### src/rtl/prog_load_selftest.sv
// prog_load_selftest: program loader and result checker for the MEST-Pro core.
//
// Copies up to DEPTH words from a synchronous ROM into CPU instruction memory
// while holding the CPU in reset, and accumulates a checksum of the accepted words.
// It then releases the CPU for a programmable cycle budget and compares the CPU
// result register against an expected value.
//
// Ports:
//   clk, s_reset_n    clock, synchronous active-low reset
//   start             synchronised start level; its rising edge requests a run
//   load_len          words to load (0 skips the load, clamped to DEPTH)
//   timeout           RUN length in cycles (0 behaves as 1)
//   expected          value the CPU result must reach
//   rom_addr/rom_data program ROM read port (1-cycle latency)
//   mem_wr_*          valid/ready write port into CPU instruction memory
//   cpu_hold          CPU reset, high while loading
//   result            CPU output register
//   busy/done         progress flags
//   pass/fail         verdict, valid while done is high
//   checksum          sum mod 2^DATA_W of all accepted write data
module prog_load_selftest #(
    parameter int unsigned DATA_W     = 16,
    parameter int unsigned ADDR_W     = 8,
    parameter int unsigned DEPTH      = 256,
    parameter int unsigned TMO_W      = 16,
    parameter bit          EARLY_EXIT = 1'b0
) (
    input  logic              clk,
    input  logic              s_reset_n,
    input  logic              start,
    input  logic [ADDR_W:0]   load_len,
    input  logic [TMO_W-1:0]  timeout,
    input  logic [DATA_W-1:0] expected,
    output logic [ADDR_W-1:0] rom_addr,
    input  logic [DATA_W-1:0] rom_data,
    output logic              mem_wr_valid,
    input  logic              mem_wr_ready,
    output logic [ADDR_W-1:0] mem_wr_addr,
    output logic [DATA_W-1:0] mem_wr_data,
    output logic              cpu_hold,
    input  logic [DATA_W-1:0] result,
    output logic              busy,
    output logic              done,
    output logic              pass,
    output logic              fail,
    output logic [DATA_W-1:0] checksum
);

    typedef enum logic [2:0] {StIdle, StFetch, StWrite, StRun, StCheck, StDone} state_e;

    localparam logic [ADDR_W:0] DepthLen = (ADDR_W + 1)'(DEPTH);

    state_e            state;
    logic              start_q;
    logic [ADDR_W-1:0] idx;
    logic [ADDR_W:0]   len;
    logic [TMO_W-1:0]  cnt;

    logic              go;
    logic [ADDR_W:0]   len_clamped;
    logic [TMO_W-1:0]  tmo_last;
    logic              hit;
    logic              last_word;
    logic              accept;

    assign go          = start & ~start_q;
    assign len_clamped = (load_len > DepthLen) ? DepthLen : load_len;
    assign tmo_last    = (timeout == '0) ? '0 : timeout - 1'b1;
    assign hit         = (result == expected);
    // Compared one bit wider so that idx never has to reach 2^ADDR_W.
    assign last_word   = ({1'b0, idx} == len - 1'b1);
    assign accept      = mem_wr_valid & mem_wr_ready;

    // The ROM address is held through WRITE, so its output is stable for the
    // whole handshake; gating with valid keeps the port quiet otherwise.
    assign mem_wr_data = mem_wr_valid ? rom_data : '0;

    always_ff @(posedge clk) begin
        if (!s_reset_n) begin
            state        <= StIdle;
            start_q      <= 1'b1;  // a start held through reset is not a request
            idx          <= '0;
            len          <= '0;
            cnt          <= '0;
            rom_addr     <= '0;
            mem_wr_valid <= 1'b0;
            mem_wr_addr  <= '0;
            cpu_hold     <= 1'b1;
            busy         <= 1'b0;
            done         <= 1'b0;
            pass         <= 1'b0;
            fail         <= 1'b0;
            checksum     <= '0;
        end else begin
            start_q <= start;
            unique case (state)
                StIdle, StDone: begin
                    if (go) begin
                        idx      <= '0;
                        checksum <= '0;
                        pass     <= 1'b0;
                        fail     <= 1'b0;
                        done     <= 1'b0;
                        busy     <= 1'b1;
                        cnt      <= '0;
                        len      <= len_clamped;
                        rom_addr <= '0;
                        if (len_clamped != '0) begin
                            cpu_hold <= 1'b1;
                            state    <= StFetch;
                        end else begin
                            cpu_hold <= 1'b0;
                            state    <= StRun;
                        end
                    end
                end
                StFetch: begin
                    mem_wr_valid <= 1'b1;
                    mem_wr_addr  <= idx;
                    state        <= StWrite;
                end
                StWrite: begin
                    if (accept) begin
                        checksum     <= checksum + mem_wr_data;
                        mem_wr_valid <= 1'b0;
                        if (last_word) begin
                            cpu_hold <= 1'b0;
                            state    <= StRun;
                        end else begin
                            idx      <= idx + 1'b1;
                            rom_addr <= idx + 1'b1;
                            state    <= StFetch;
                        end
                    end
                end
                StRun: begin
                    if (EARLY_EXIT && hit) begin
                        pass  <= 1'b1;
                        done  <= 1'b1;
                        busy  <= 1'b0;
                        state <= StDone;
                    end else if (cnt == tmo_last) begin
                        state <= StCheck;
                    end else begin
                        cnt <= cnt + 1'b1;
                    end
                end
                StCheck: begin
                    pass  <= hit;
                    fail  <= ~hit;
                    done  <= 1'b1;
                    busy  <= 1'b0;
                    state <= StDone;
                end
                default: state <= StIdle;
            endcase
        end
    end

endmodule

### config.mk
export PLATFORM = sky130hd
export DESIGN_NAME = prog_load_selftest
export DESIGN_NICKNAME = d
export VERILOG_FILES = /design/src/rtl/prog_load_selftest.sv
export SDC_FILE = /design/constraint.sdc
export NUM_CORES = 1
export LEC_CHECK = 0
export ABC_AREA = 1
export BUFFER_PORTS_ARGS = -buffer_cell sky130_fd_sc_hd__buf_2
export CAP_MARGIN = 40
export CORE_ASPECT_RATIO = 1.5
export CORE_UTILIZATION = 54
export CTS_CLUSTER_DIAMETER = 200
export DETAILED_ROUTE_END_ITERATION = 12
export HOLD_SLACK_MARGIN = 0.05
export PLACE_DENSITY = 0.81
export SLEW_MARGIN = 30
export SYNTH_ARGS = -nofsm -noshare
export SYNTH_HDL_FRONTEND = slang
export SYNTH_SLANG_ARGS = --single-unit
### constraint.sdc
create_clock -name clk -period 2.5 [get_ports clk]
set_input_delay 0.125 -clock clk [delete_from_list [all_inputs] [get_ports clk]]
set_output_delay 0.125 -clock clk [all_outputs]
set_load 0.01 [all_outputs]
Yosys cells after proc, flatten, opt, wreduce, memory -nomap -nowiden
Index checks and enable logic that the tools add are counted.
{"block": "totals", "reg_bits": 67, "latch_bits": 0, "ram_bits": 0, "rom_bits": 0, "inputBits": 77, "out_inout_bits": 54, "wordCells": 84, "memories": 0}
{"block": "classes", "n_addsub": 5, "n_mul": 0, "div": 0, "order_cmp": 1, "n_eq_ne": 14, "shift": 0, "mux": 31, "n_bitwise": 4, "n_reduce_logical": 16}
{"op": "$mux W16", "count": 5}
{"op": "$pmux W16 S2", "count": 2}
{"op": "$eq A16 B16 Y1", "count": 2}
{"op": "$mux W8", "count": 3}
{"op": "$add A16 B1 Y16 const B", "count": 1}
{"op": "$add A16 B16 Y16", "count": 1}
{"op": "$logic_not A16 Y1", "count": 1}
{"op": "$pmux W8 S2", "count": 1}
{"op": "$sub A16 B1 Y16 const B", "count": 1}
{"op": "$pmux W3 S5", "count": 1}
{"op": "$ne A2 B2 Y1 const B", "count": 6}
{"op": "$pmux W1 S2", "count": 6}
{"op": "$eq A8 B9 Y1", "count": 1}
{"op": "$gt A9 B9 Y1 const B", "count": 1}
{"op": "$mux W3", "count": 3}
{"op": "$mux W9", "count": 1}
{"op": "$reduce_and A3 Y1", "count": 3}
{"op": "$reduce_bool A9 Y1", "count": 1}
{"op": "$sub A9 B1 Y9 const B", "count": 1}
{"op": "$add A8 B1 Y8 const B", "count": 1}
{"op": "$reduce_and A4 Y1", "count": 2}
{"op": "$reduce_bool A2 Y1", "count": 4}
{"op": "$mux W1", "count": 7}
{"op": "$eq A3 B2 Y1 const B", "count": 2}
{"op": "other kinds (8)", "count": 14}

Depth between registers and ports, before layout
Gate-level depths: netlist (run 1).
{"block": "logic_depth", "depth_word": 6, "depth_mapped": 19, "depth_no_buf": 18}

Least setup slack after synthesis (run 1)
No wires, ideal clock.
{"block": "synth_timing", "path_kind": "reg2reg", "startpoint": "register mem_wr_valid", "endpoint": "register checksum[14]", "setup_time_ps": 70, "arrival_ps": 2364, "required_time_ps": 2430, "path_slack_ps": 66, "stages_incl_launch_ff": 15, "path_buffers": 2, "synth_period_minus_slack_ps": 2434, "cell_sequence": "dfxtp_1 > clkbuf_1 > clkbuf_1 > nand2_1 > inv_1 > ha_1 > a21oi_1 > nand2_1 > a21oi_1 > o21ai_0 > nand2_1 > o211ai_1 > a21oi_1 > o21ai_0 > a21oi_1"}
{"block": "synth_via", "elab_chain_len": 4, "word_cells_on_any_way": 7, "cone_classes": "add/sub (1); eq/ne (1); mux (3); bitwise (1); reduce/logical (1)"}
{"item": "start: declaration", "line": "36", "rtl": "output logic mem_wr_valid,"}
{"item": "start signal: assignment", "line": "86", "rtl": "mem_wr_valid <= 1'b0;"}
{"item": "start signal: assignment", "line": "118", "rtl": "mem_wr_valid <= 1'b1;"}
{"item": "start signal: assignment", "line": "125", "rtl": "mem_wr_valid <= 1'b0;"}
{"item": "$mux W16", "line": "76", "rtl": "assign mem_wr_data = mem_wr_valid ? rom_data : '0;"}
{"item": "named net mem_wr_data[3]", "line": "39", "rtl": "output logic [DATA_W-1:0] mem_wr_data,"}
{"item": "$add A16 B16 Y16", "line": "124", "rtl": "checksum <= checksum + mem_wr_data;"}
{"item": "$mux W16", "line": "123", "rtl": "if (accept) begin"}
{"item": "$pmux W16 S2", "line": "96", "rtl": "unique case (state)"}
{"item": "end signal: assignment", "line": "124"}
{"item": "end: declaration", "line": "46", "rtl": "output logic [DATA_W-1:0] checksum"}
The timed path passes the listed nets, and every way through them passes these cells. The select of a mux whose other input is x is not followed.
A chain may end at the register's enable or synchronous reset.

Worst setup path in the final report (run 1)
{"block": "layout_timing", "startpoint": "register len[0]", "endpoint": "register idx[1]"}
{"block": "layout_via", "elab_chain_len": 4}
{"item": "start: declaration", "line": "56", "rtl": "logic [ADDR_W:0] len;"}
{"item": "start signal: assignment", "line": "106", "rtl": "len <= len_clamped;"}
{"item": "$sub A9 B1 Y9", "line": "71", "rtl": "assign last_word = ({1'b0, idx} == len - 1'b1);"}
{"item": "$eq A8 B9 Y1", "line": "71"}
{"item": "$ne A2 B2 Y1 (no source line)"}
{"item": "$reduce_and A4 Y1 (no source line)"}
{"item": "end signal: assignment", "line": "130", "rtl": "idx <= idx + 1'b1;"}
{"item": "end: declaration", "line": "55", "rtl": "logic [ADDR_W-1:0] idx;"}
Every way passes these cells.

==> results of run 1 <==
[cell usage after synthesis (all sizes together)]
library cell  number
o2bb2ai            1
a21o               1
o211ai             1
nand4             22
ha                19
xor2              31
a21boi             1
or2                4
nor3              13
a21oi             82
o22ai              4
o21ai             27
inv               88
xnor2             16
a211oi             1
o31ai              1
nor3b              3
nor2              81
clkinv             1
buf               10
fa                 1
dfxtp             67
o21bai             3
or4                1
nand3             89
clkbuf            19
nor4               4
nand2            199
and2               1
[timing repair]
action / CTS / global route
hold buffers: 4 / 0
setup endpoints to repair: 0 / 5
resized for setup: 0 / 3
hold endpoints to repair: 4 / 0
[area by class of cell]
type / instances / area [um2]
multi-input cells: 606 / 3140
fillers: 795 / 2740
flip-flops and latches: 67 / 1340
repair buffers: 151 / 831
inverters: 89 / 334
clock buffers: 9 / 225
clock inverters: 7 / 140
well taps: 110 / 138
[sequential cells by signal (all words and copies together) (netlist names)]
name / count
checksum: 16
cnt: 16
len: 9
idx: 8
mem_wr_addr: 8
state: 3
busy: 1
cpu_hold: 1
done: 1
fail: 1
mem_wr_valid: 1
pass: 1
start_q: 1
[worst max-delay path: cells and delay by family (launching register included)]
kind            cells  cell delay, ns
simple gates        8            1.34
fa+ha+maj           1            0.19
compound gates      2            0.32
flops               1            0.33
buf+inv             1            0.09
[worst paths after layout]
check                                                 start                          end  depth (start not counted)
worst min register to register  mem_wr_addr[7]$_SDFFE_PN0P_  mem_wr_addr[7]$_SDFFE_PN0P_                          2
worst max-delay path                    len[0]$_SDFFE_PN0P_          idx[1]$_SDFFE_PN0P_                         12
worst max register to register          len[0]$_SDFFE_PN0P_          idx[1]$_SDFFE_PN0P_                         12
worst min-delay path                            load_len[6]          len[6]$_SDFFE_PN0P_                          3
[cell families after synthesis]
| family | after synthesis | synth area share, % |
|---|---|---|
| AOI/OAI and AO/OA | 122 | 13.0 |
| xor gates and xnor gates | 47 | 8.30 |
| adders and majority gates | 20 | 5.20 |
| buffers and inverters | 118 | 9.81 |
| DFF | 67 | 27.0 |
| and+or+nand+nor | 417 | 36.7 |
[layer usage]
layer | share of wire, % | vias up
met2 | 54 | 125
met5 | 0 | -
met4 | 2.9 | 0
li1 | - | 2855
met1 | 40 | 2554
met3 | 3.2 | 36
[stage by stage]
stage / area [um2] / cells / utilization [%] / power, mW
floorplan: 4960 / 791 / - / 1.90
finish: 6150 / 1039 / 69.2 / 3.80
CTS: 6140 / 1039 / 69.2 / 3.79
detailed placement: 5740 / 1019 / 64.6 / 2.23
global route: 6150 / 1039 / 69.2 / 3.98
global placement: 5740 / 1019 / 64.6 / 2.22
[where the power goes]
| part | leakage (nW) | switching (mW) | internal, mW |
|---|---|---|---|
| sequential | 0.542 | 0.0517 | 1.13 |
| combinational | 2.21 | 0.686 | 0.370 |
| clock | 0.172 | 0.486 | 1.07 |
| total | 2.92 | 1.22 | 2.57 |
==> out/results.txt, run 1 <==
Outcome - complete, no violations
Final hold violation count - 0
Crit end category - register
Die area - 9580 um2
Grt peak-use layer - met2
GR Util met1 - 29.3%
Max Clk Rate - 424 MHz
Avg Cell Area, Syn - 6.27 um2
Ant diodes - 0
Top-area cell type share of the netlist area - 27.0%
Share of cells above drive strength 1 - 19.7%
Clock latency on the worst-skew pair - 0.34 ns
Routed vias - 5570
Final slew viol count - 0
Worst reg2reg setup slack - 0.14 ns
Post-CTS Setup Inserts - 0
Area of the mapped netlist - 4960 um2
Largest net degree at the start of global routing - 33
WS Path Type - register to register
Post-route DRC - 0
Reg clk slew, reported paths - 0.06 ns
Synth warnings - 0
Initial Utilization - 55.9%
Most frequent cells in the layout - 192 x nand2_1, 130 x buf_2, 89 x nand3_1
Die height - 119 um
Worst setup SP type - register
H-tree depth - 3
Yosys cell types - 37
Most common cell after layout, fill and taps aside - nand2_1
Antenna violations before repair - 0
Arr. time, crit path - 2.62 ns
Detailed Place HPWL - 10000 um
P&R area growth vs syn - 23.9%
Gr usage total - 28.7%
Peak VDD IR - 0.580 mV
Vias in the first global route - 5260
Top post-synthesis cells by area - dfxtp_1 27%, nand2_1 15%, nand3_1 9.0%, a21oi_1 8.2%, inv_1 6.5%
Max incr delay on CP - 0.33 ns
Final net count - 1021
CP max stage cell - dfxtp_1
Largest buffer count on any clock path - 2
DRT antenna net count - 0
Met3 GRT Util - 4.75%
Post-Syn Nets - 888
Drt wl/cell - 12.8 um
Critical path peak fanout - 7
Min-delay worst type - input port to register
Setup-failing EPs final - 0
Min Clock Period, post-route - 2.36 ns
Pre-antenna DRT Iters - 5
Synth area leader - dfxtp_1
GRT overflow - 0
Final worst slack - 0.140 ns
Global-route wire length before repair - 21900 um
Pwr dens - 618 nW/um2
Global routing usage on met2 - 55.3%
Final Cycle Share - 94.4%
Core ar. - 8880 um2
# rows - 42
Clock tree root buffer cell - clkbuf_16
Pre-CTS WS - 0.174 ns
CTS Buf Count - 9
DRT iter0 DRCs - 242
WL final - 13300 um
CP most frequent cell - nand2_1
P_leak - 2.92 nW
Port bufs - 130
Slew HR - 66.1%
Yosys reg bits - 67
RSZ-0062 raised after global routing - no
Gp weighted congestion - 0.876
Crit path cell chain - inv_1, ha_1, nand2_1, nor2_1, nand2_1, o21ai_0, nand2_1, nor4_1, nand3_1, nand2_2, nand2_1, a21oi_1
Max-Cap Viols - 0
CTS sink count - 67
Setup TNS - 0 ns
Setup Skew - 0.00646 ns
Sequential-to-total area share from yosys stat - 27.0%
Total I/O pin count - 131
Synth Instances - 791
Vias per cell - 5.36
WHS - 0.0570 ns
CTS tree - done
Slew of the pin with the lowest slew margin - 0.508 ns
Die Wd - 80.3 um
Worst Path Required - 2.76 ns
No activity file was read; power rests on OpenSTA's default activity.
==> inputs of run 2 (changes only) <==
CORE_ASPECT_RATIO = 1.2   (was 1.5)
==> out/results.txt, run 2 (synthesis results as in run 1) <==
Sw Pwr - 1.16 mW (was 1.22 mW)
Gp weighted congestion - 0.910 (was 0.876)
Reg clk slew, reported paths - 0.07 ns (was 0.06 ns)
Core ar. - 8750 um2 (was 8880 um2)
Crit end category - register (unchanged)
Vias per cell - 5.43 (was 5.36)
Die height - 107 um (was 119 um)
Worst Path Required - 2.78 ns (was 2.76 ns)
Largest regs - checksum: 16 flops, cnt: 16 flops, len: 9 flops (unchanged)
Max incr delay on CP - 0.44 ns (was 0.33 ns)
Largest buffer count on any clock path - 2 (unchanged)
GRT overflow - 0 (unchanged)
Clock power frac - 25.3% (was 41.0%)
Vias in the first global route - 5455 (was 5260)
Global-route wire length before repair - 22500 um (was 21900 um)
CTS sink count - 67 (unchanged)
Clock tree root buffer cell - clkbuf_8 (was clkbuf_16)
Clock latency on the worst-skew pair - 0.35 ns (was 0.34 ns)
Final Cycle Share - 88.9% (was 94.4%)
Largest net degree at the start of global routing - 32 (was 33)
Crit path cell chain - nand2_1, inv_1, ha_1, fa_1, nand3_1, nand2_1, a21oi_2, o21ai_1, nand3_1, nand2_1, a21oi_1, o21ai_0, a21oi_1 (was inv_1, ha_1, nand2_1, nor2_1, nand2_1, o21ai_0, nand2_1, nor4_1, nand3_1, nand2_2, nand2_1, a21oi_1)
Final slew viol count - 0 (unchanged)
Routed wl met3 - 692 um (was 430 um)
Combinational share of power - 35.9% (was 27.8%)
Filler cell count in the final layout - 767 (was 795)
Met2 wire len - 6960 um (was 7230 um)
Worst reg2reg setup slack - 0.28 ns (was 0.14 ns)
# rows - 37 (was 42)
Die Wd - 89.5 um (was 80.3 um)
CTS Buf Count - 9 (unchanged)
Max Clk Rate - 450 MHz (was 424 MHz)
Routed vias - 5692 (was 5570)
P_leak - 2.85 nW (was 2.92 nW)
CTS tree - done (unchanged)
Critical path peak fanout - 6 (was 7)
Total I/O pin count - 131 (unchanged)
DP Area - 5750 um2 (was 5740 um2)
Pint - 1.89 mW (was 2.57 mW)
Max-Cap Viols - 0 (unchanged)
Final hold violation count - 0 (unchanged)
Most frequent cells in the layout - 193 x nand2_1, 130 x buf_2, 88 x nand3_1 (was 192 x nand2_1, 130 x buf_2, 89 x nand3_1)
Setup Skew - 0.00978 ns (was 0.00646 ns)
Port bufs - 130 (unchanged)
Reg power frac - 38.8% (was 31.1%)
Most common cell after layout, fill and taps aside - nand2_1 (unchanged)
Arr. time, crit path - 2.50 ns (was 2.62 ns)
Detailed Place HPWL - 10300 um (was 10000 um)
CP most frequent cell - nand2_1 (unchanged)
Area occupied by multi-input gates - 3140 um2 (about the same)
Post-route cell area - 6010 um2 (was 6150 um2)
Slew HR - 63.7% (was 66.1%)
Worst setup SP type - register (unchanged)
Setup TNS - 0 ns (unchanged)
Drt wl/cell - 13.0 um (was 12.8 um)
Share of cells above drive strength 1 - 19.6% (was 19.7%)
Peak VDD IR - 0.484 mV (was 0.580 mV)
Min Clock Period, post-route - 2.22 ns (was 2.36 ns)
Ant diodes - 0 (unchanged)
DRT iter0 DRCs - 308 (was 242)
CP max stage cell - fa_1 (was dfxtp_1)
Pre-antenna DRT Iters - 5 (unchanged)
Gr usage total - 29.8% (was 28.7%)
RSZ-0062 raised after global routing - no (unchanged)
M1 WL - 5450 um (was 5300 um)
H-tree depth - 3 (unchanged)
Sw Ratio - 38.0% (was 32.2%)
Initial Utilization - 56.7% (was 55.9%)
Flip-flop and latch area - 1340 um2 (unchanged)
Die area - 9580 um2 (about the same)
Outcome - complete, no violations (unchanged)
Min-delay worst type - input port to register (unchanged)
Antenna violations before repair - 0 (unchanged)
DRT antenna net count - 0 (unchanged)
Setup-failing EPs final - 0 (unchanged)
WL final - 13600 um (was 13300 um)
Post-route DRC - 0 (unchanged)
P&R area growth vs syn - 21.2% (was 23.9%)
WS Path Type - register to register (unchanged)
Final net count - 1027 (was 1021)
Max layer used - met4 (unchanged)
Slew of the pin with the lowest slew margin - 0.543 ns (was 0.508 ns)
Pwr dens - 506 nW/um2 (was 618 nW/um2)
==> run 2: cell types whose count changed in the layout (fill, tap and decap cells not counted), sizes merged <==
cell / change
clkinvlp: -1
bufinv: -4
dlygate4sd3: +5
clkinv: +1
clkbuf: +1
buf: +1
==> run 2: worst paths after layout <==
path / start / to / depth (start not counted)
min reg2reg: mem_wr_addr[3]$_SDFFE_PN0P_ / mem_wr_addr[3]$_SDFFE_PN0P_ / 2
max: mem_wr_valid$_SDFFE_PN0P_ / checksum[12]$_SDFFE_PN0P_ / 13
max reg2reg: mem_wr_valid$_SDFFE_PN0P_ / checksum[12]$_SDFFE_PN0P_ / 13
min: load_len[3] / len[3]$_SDFFE_PN0P_ / 3
==> run 2: metal layers <==
layer,GRT usage (%),vias up
met2,55.3,196
li1,-,2866
met3,5.54,43
met1,31.3,2587
met5,0,-
met4,14.6,0
==> run 2: per-stage QoR <==
stage	hold WS (ns)	power, mW	setup slack, ns	util (%)	cells
finish	0.0901	3.04	0.277	68.7	1049
global route	0.0824	3.23	0.0152	68.7	1049
CTS	0.0741	3.04	0.156	68.5	1048
detailed placement	0.345	2.26	0.0453	65.7	1026
global placement	0.336	2.22	0.197	65.7	1026
floorplan	0.244	1.90	0.0658	-	791
==> run 2: repair_timing <==
| item | 4_1_cts | 5_1_grt |
|---|---|---|
| hold endpoints to repair | 8 | 0 |
| hold buffers | 9 | 0 |
| endpoints found under the setup margin | 0 | 13 |
| buffers inserted | 0 | 1 |
| resized for setup | 0 | 5 |
==> run 2: cell type report <==
cell class,instances,area share (%)
Clock buffer,10,2.29
Clock inverter,3,0.291
Inverter,89,5.56
Multi-Input combinational cell,606,52.3
Sequential cell,67,22.3
Tap cell,117,2.44
Timing Repair Buffer,157,14.8
==> run 2: power groups by stage <==
stage	clock [mW]	sequential (mW)	combinational, mW
6_report	0.769	1.18	1.09
5_1_grt	0.829	1.19	1.22
4_1_cts	0.777	1.18	1.08
3_5_place_dp	0	1.20	1.06
3_3_place_gp	0	1.20	1.02
2_1_floorplan	0	1.20	0.699
==> run 2: worst max-delay path: cells and delay by family (launching register included) <==
kind            cells  cell delay, ns
fa+ha+maj           2            0.65
simple gates        5            0.43
flops               1            0.36
buf+inv             1            0.04
compound gates      5            0.68
==> inputs of run 3 (changes only) <==
clock period = 2.2 ns   (was 2.5 ns; I/O delays follow)
==> out/results.txt, run 3 (synthesis results as in run 1) <==
Peak VDD IR - 0.403 mV (was 0.484 mV)
Worst reg-to-reg path cell count - 13 (unchanged)
Post-route DRC - 0 (unchanged)
Largest buffer count on any clock path - 2 (unchanged)
CTS sink count - 67 (unchanged)
Filler cell count in the final layout - 726 (was 767)
Share of cells above drive strength 1 - 22.6% (was 19.6%)
Vias per cell - 5.40 (was 5.43)
Core ar. - 8750 um2 (unchanged)
Crit path cell chain - buf_2, nand2_1, inv_1, ha_2, nand3_2, nand2_2, a21oi_2, o21ai_2, nand2_1, o211ai_1, a21oi_1, o21ai_1, a21oi_1 (was nand2_1, inv_1, ha_1, fa_1, nand3_1, nand2_1, a21oi_2, o21ai_1, nand3_1, nand2_1, a21oi_1, o21ai_0, a21oi_1)
Ant diodes - 0 (unchanged)
Post-layout util - 71.0% (was 68.7%)
DRT antenna net count - 0 (unchanged)
CTS tree - done (unchanged)
Die height - 107 um (unchanged)
Final slew viol count - 0 (unchanged)
H-tree depth - 3 (unchanged)
Reg2Reg Launch Point - mem_wr_valid$_SDFFE_PN0P_ (unchanged)
Hold Path End - start_q$_SDFF_PN1_ (was len[3]$_SDFFE_PN0P_)
Critical Path Source - mem_wr_valid$_SDFFE_PN0P_ (unchanged)
Min-Delay Path Depth - 2 (was 3)
Max-Cap Viols - 0 (unchanged)
Final net count - 1036 (was 1027)
P&R area growth vs syn - 25.3% (was 21.2%)
GRT overflow - 0 (unchanged)
Port bufs - 130 (unchanged)
Detailed Place HPWL - 10100 um (was 10300 um)
Final Cycle Share - 97.2% (was 88.9%)
Gr usage total - 29.7% (was 29.8%)
Vias in the first global route - 5290 (was 5455)
Critical path peak fanout - 6 (unchanged)
Die area - 9580 um2 (unchanged)
Outcome - complete, no violations (unchanged)
Die Wd - 89.5 um (unchanged)
Initial Utilization - 56.7% (unchanged)
# rows - 37 (unchanged)
Largest net degree at the start of global routing - 33 (was 32)
Most common cell after layout, fill and taps aside - nand2_1 (unchanged)
Worst setup SP type - register (unchanged)
DRT iter0 DRCs - 379 (was 308)
Slew of the pin with the lowest slew margin - 0.523 ns (was 0.543 ns)
Routed vias - 5733 (was 5692)
Total I/O pin count - 131 (unchanged)
Flip-flop and latch area - 1350 um2 (was 1340 um2)
P_leak - 2.91 nW (was 2.85 nW)
Setup Skew - 0.00563 ns (was 0.00978 ns)
Most frequent cells in the layout - 189 x nand2_1, 131 x buf_2, 87 x nand3_1 (was 193 x nand2_1, 130 x buf_2, 88 x nand3_1)
Largest regs - checksum: 16 flops, cnt: 16 flops, len: 9 flops (unchanged)
Worst reg2reg setup slack - 0.06 ns (was 0.28 ns)
Worst Path Required - 2.48 ns (was 2.78 ns)
Setup TNS - 0 ns (unchanged)
Area occupied by multi-input gates - 3240 um2 (was 3140 um2)
Pwr dens - 573 nW/um2 (was 506 nW/um2)
WS Path Type - register to register (unchanged)
Clock latency on the worst-skew pair - 0.34 ns (was 0.35 ns)
Clock tree root buffer cell - clkbuf_8 (unchanged)
Arr. time, crit path - 2.42 ns (was 2.50 ns)
Pre-antenna DRT Iters - 6 (was 5)
Final hold violation count - 0 (unchanged)
Max incr delay on CP - 0.39 ns (was 0.44 ns)
Worst Hold Launch - s_reset_n (was load_len[3])
CP max stage cell - dfxtp_4 (was fa_1)
WHS - 0.0775 ns (was 0.0901 ns)
CTS Buf Count - 9 (unchanged)
Slew HR - 65.1% (was 63.7%)
Gp weighted congestion - 0.880 (was 0.910)
Crit end category - register (unchanged)
Antenna violations before repair - 0 (unchanged)
Min Clock Period, post-route - 2.14 ns (was 2.22 ns)
Worst reg2reg path endpoint - checksum[14]$_SDFFE_PN0P_ (was checksum[12]$_SDFFE_PN0P_)
Max Clk Rate - 467 MHz (was 450 MHz)
WL final - 13900 um (was 13600 um)
Min-delay worst type - input port to register (unchanged)
Global-route wire length before repair - 22600 um (was 22500 um)
Setup-failing EPs final - 0 (unchanged)
Drt wl/cell - 13.1 um (was 13.0 um)
Reg clk slew, reported paths - 0.07 ns (about the same)
[run 3: cell types whose count changed in the layout (fill, tap and decap cells not counted), moves of 3 or more]
cell,previous run,this run
buf_4,17,22
ha_4,0,4
a21oi_1,80,76
ha_1,19,13
a21oi_2,2,6
o21ai_1,2,6
nand2_2,6,10
o21ai_0,25,20
nand2_1,193,189
clkbuf_1,0,3
[run 3: power by group]
part	total (mW)	internal (mW)	switching [mW]
combinational	1.29	0.465	0.826
clock	0.928	0.469	0.459
sequential	1.35	1.29	0.0585
total	3.56	2.22	1.34
[run 3: worst max path at each step]
| stage | end | cells past startpoint |
|---|---|---|
| 6_report | checksum[14]$_SDFFE_PN0P_ | 13 |
| 5_1_grt | checksum[14]$_SDFFE_PN0P_ | 13 |
| 4_1_cts | checksum[14]$_SDFFE_PN0P_ | 13 |
| 3_5_place_dp | checksum[14]$_SDFFE_PN0P_ | 13 |
| 3_3_place_gp | checksum[14]$_SDFFE_PN0P_ | 13 |
| 2_1_floorplan | checksum[14]$_SDFFE_PN0P_ | 14 |
[run 3: repair_timing]
action	in CTS	in global routing
pin swaps	1	11
endpoints found under the setup margin	12	14
gates resized for setup	5	30
endpoints found under the hold margin	9	0
hold buffers	9	0
gates cloned	0	0
setup buffers	2	4
[run 3: area by class of cell]
class / instances / share of cell area, %
timing repair buffer: 166 / 15.7
tap: 117 / 2.36
sequential: 67 / 21.7
clock inverter: 2 / 0.161
inverter: 89 / 5.38
multi-input combinational: 606 / 52.2
clock buffer: 14 / 2.62
[run 3: metal layers]
| layer | part of all wire, % | track usage (%) | up-vias |
|---|---|---|---|
| met5 | 0 | 0 | - |
| met4 | 2.8 | 12.0 | 0 |
| met3 | 5.3 | 6.62 | 35 |
| met2 | 51 | 52.6 | 211 |
| met1 | 41 | 33.9 | 2603 |
| li1 | - | - | 2884 |
[run 3: critical path: cells and delay by family (launching register included)]
kind / cells / cell delay (ns)
buf+inv: 2 / 0.26
compound gates: 6 / 0.79
simple gates: 4 / 0.31
fa+ha+maj: 1 / 0.32
flops: 1 / 0.39
[run 3: per-stage QoR]
stage | area, um2 | instances | setup WS (ns) | power (mW)
3_5_place_dp | 5790 | 1030 | -0.0470 | 2.56
2_1_floorplan | 4970 | 791 | 0.0188 | 2.17
4_1_cts | 6080 | 1057 | 0.0444 | 3.50
3_3_place_gp | 5790 | 1030 | 0.0458 | 2.53
5_1_grt | 6210 | 1061 | -0.0541 | 3.78
6_report | 6210 | 1061 | 0.0608 | 3.56
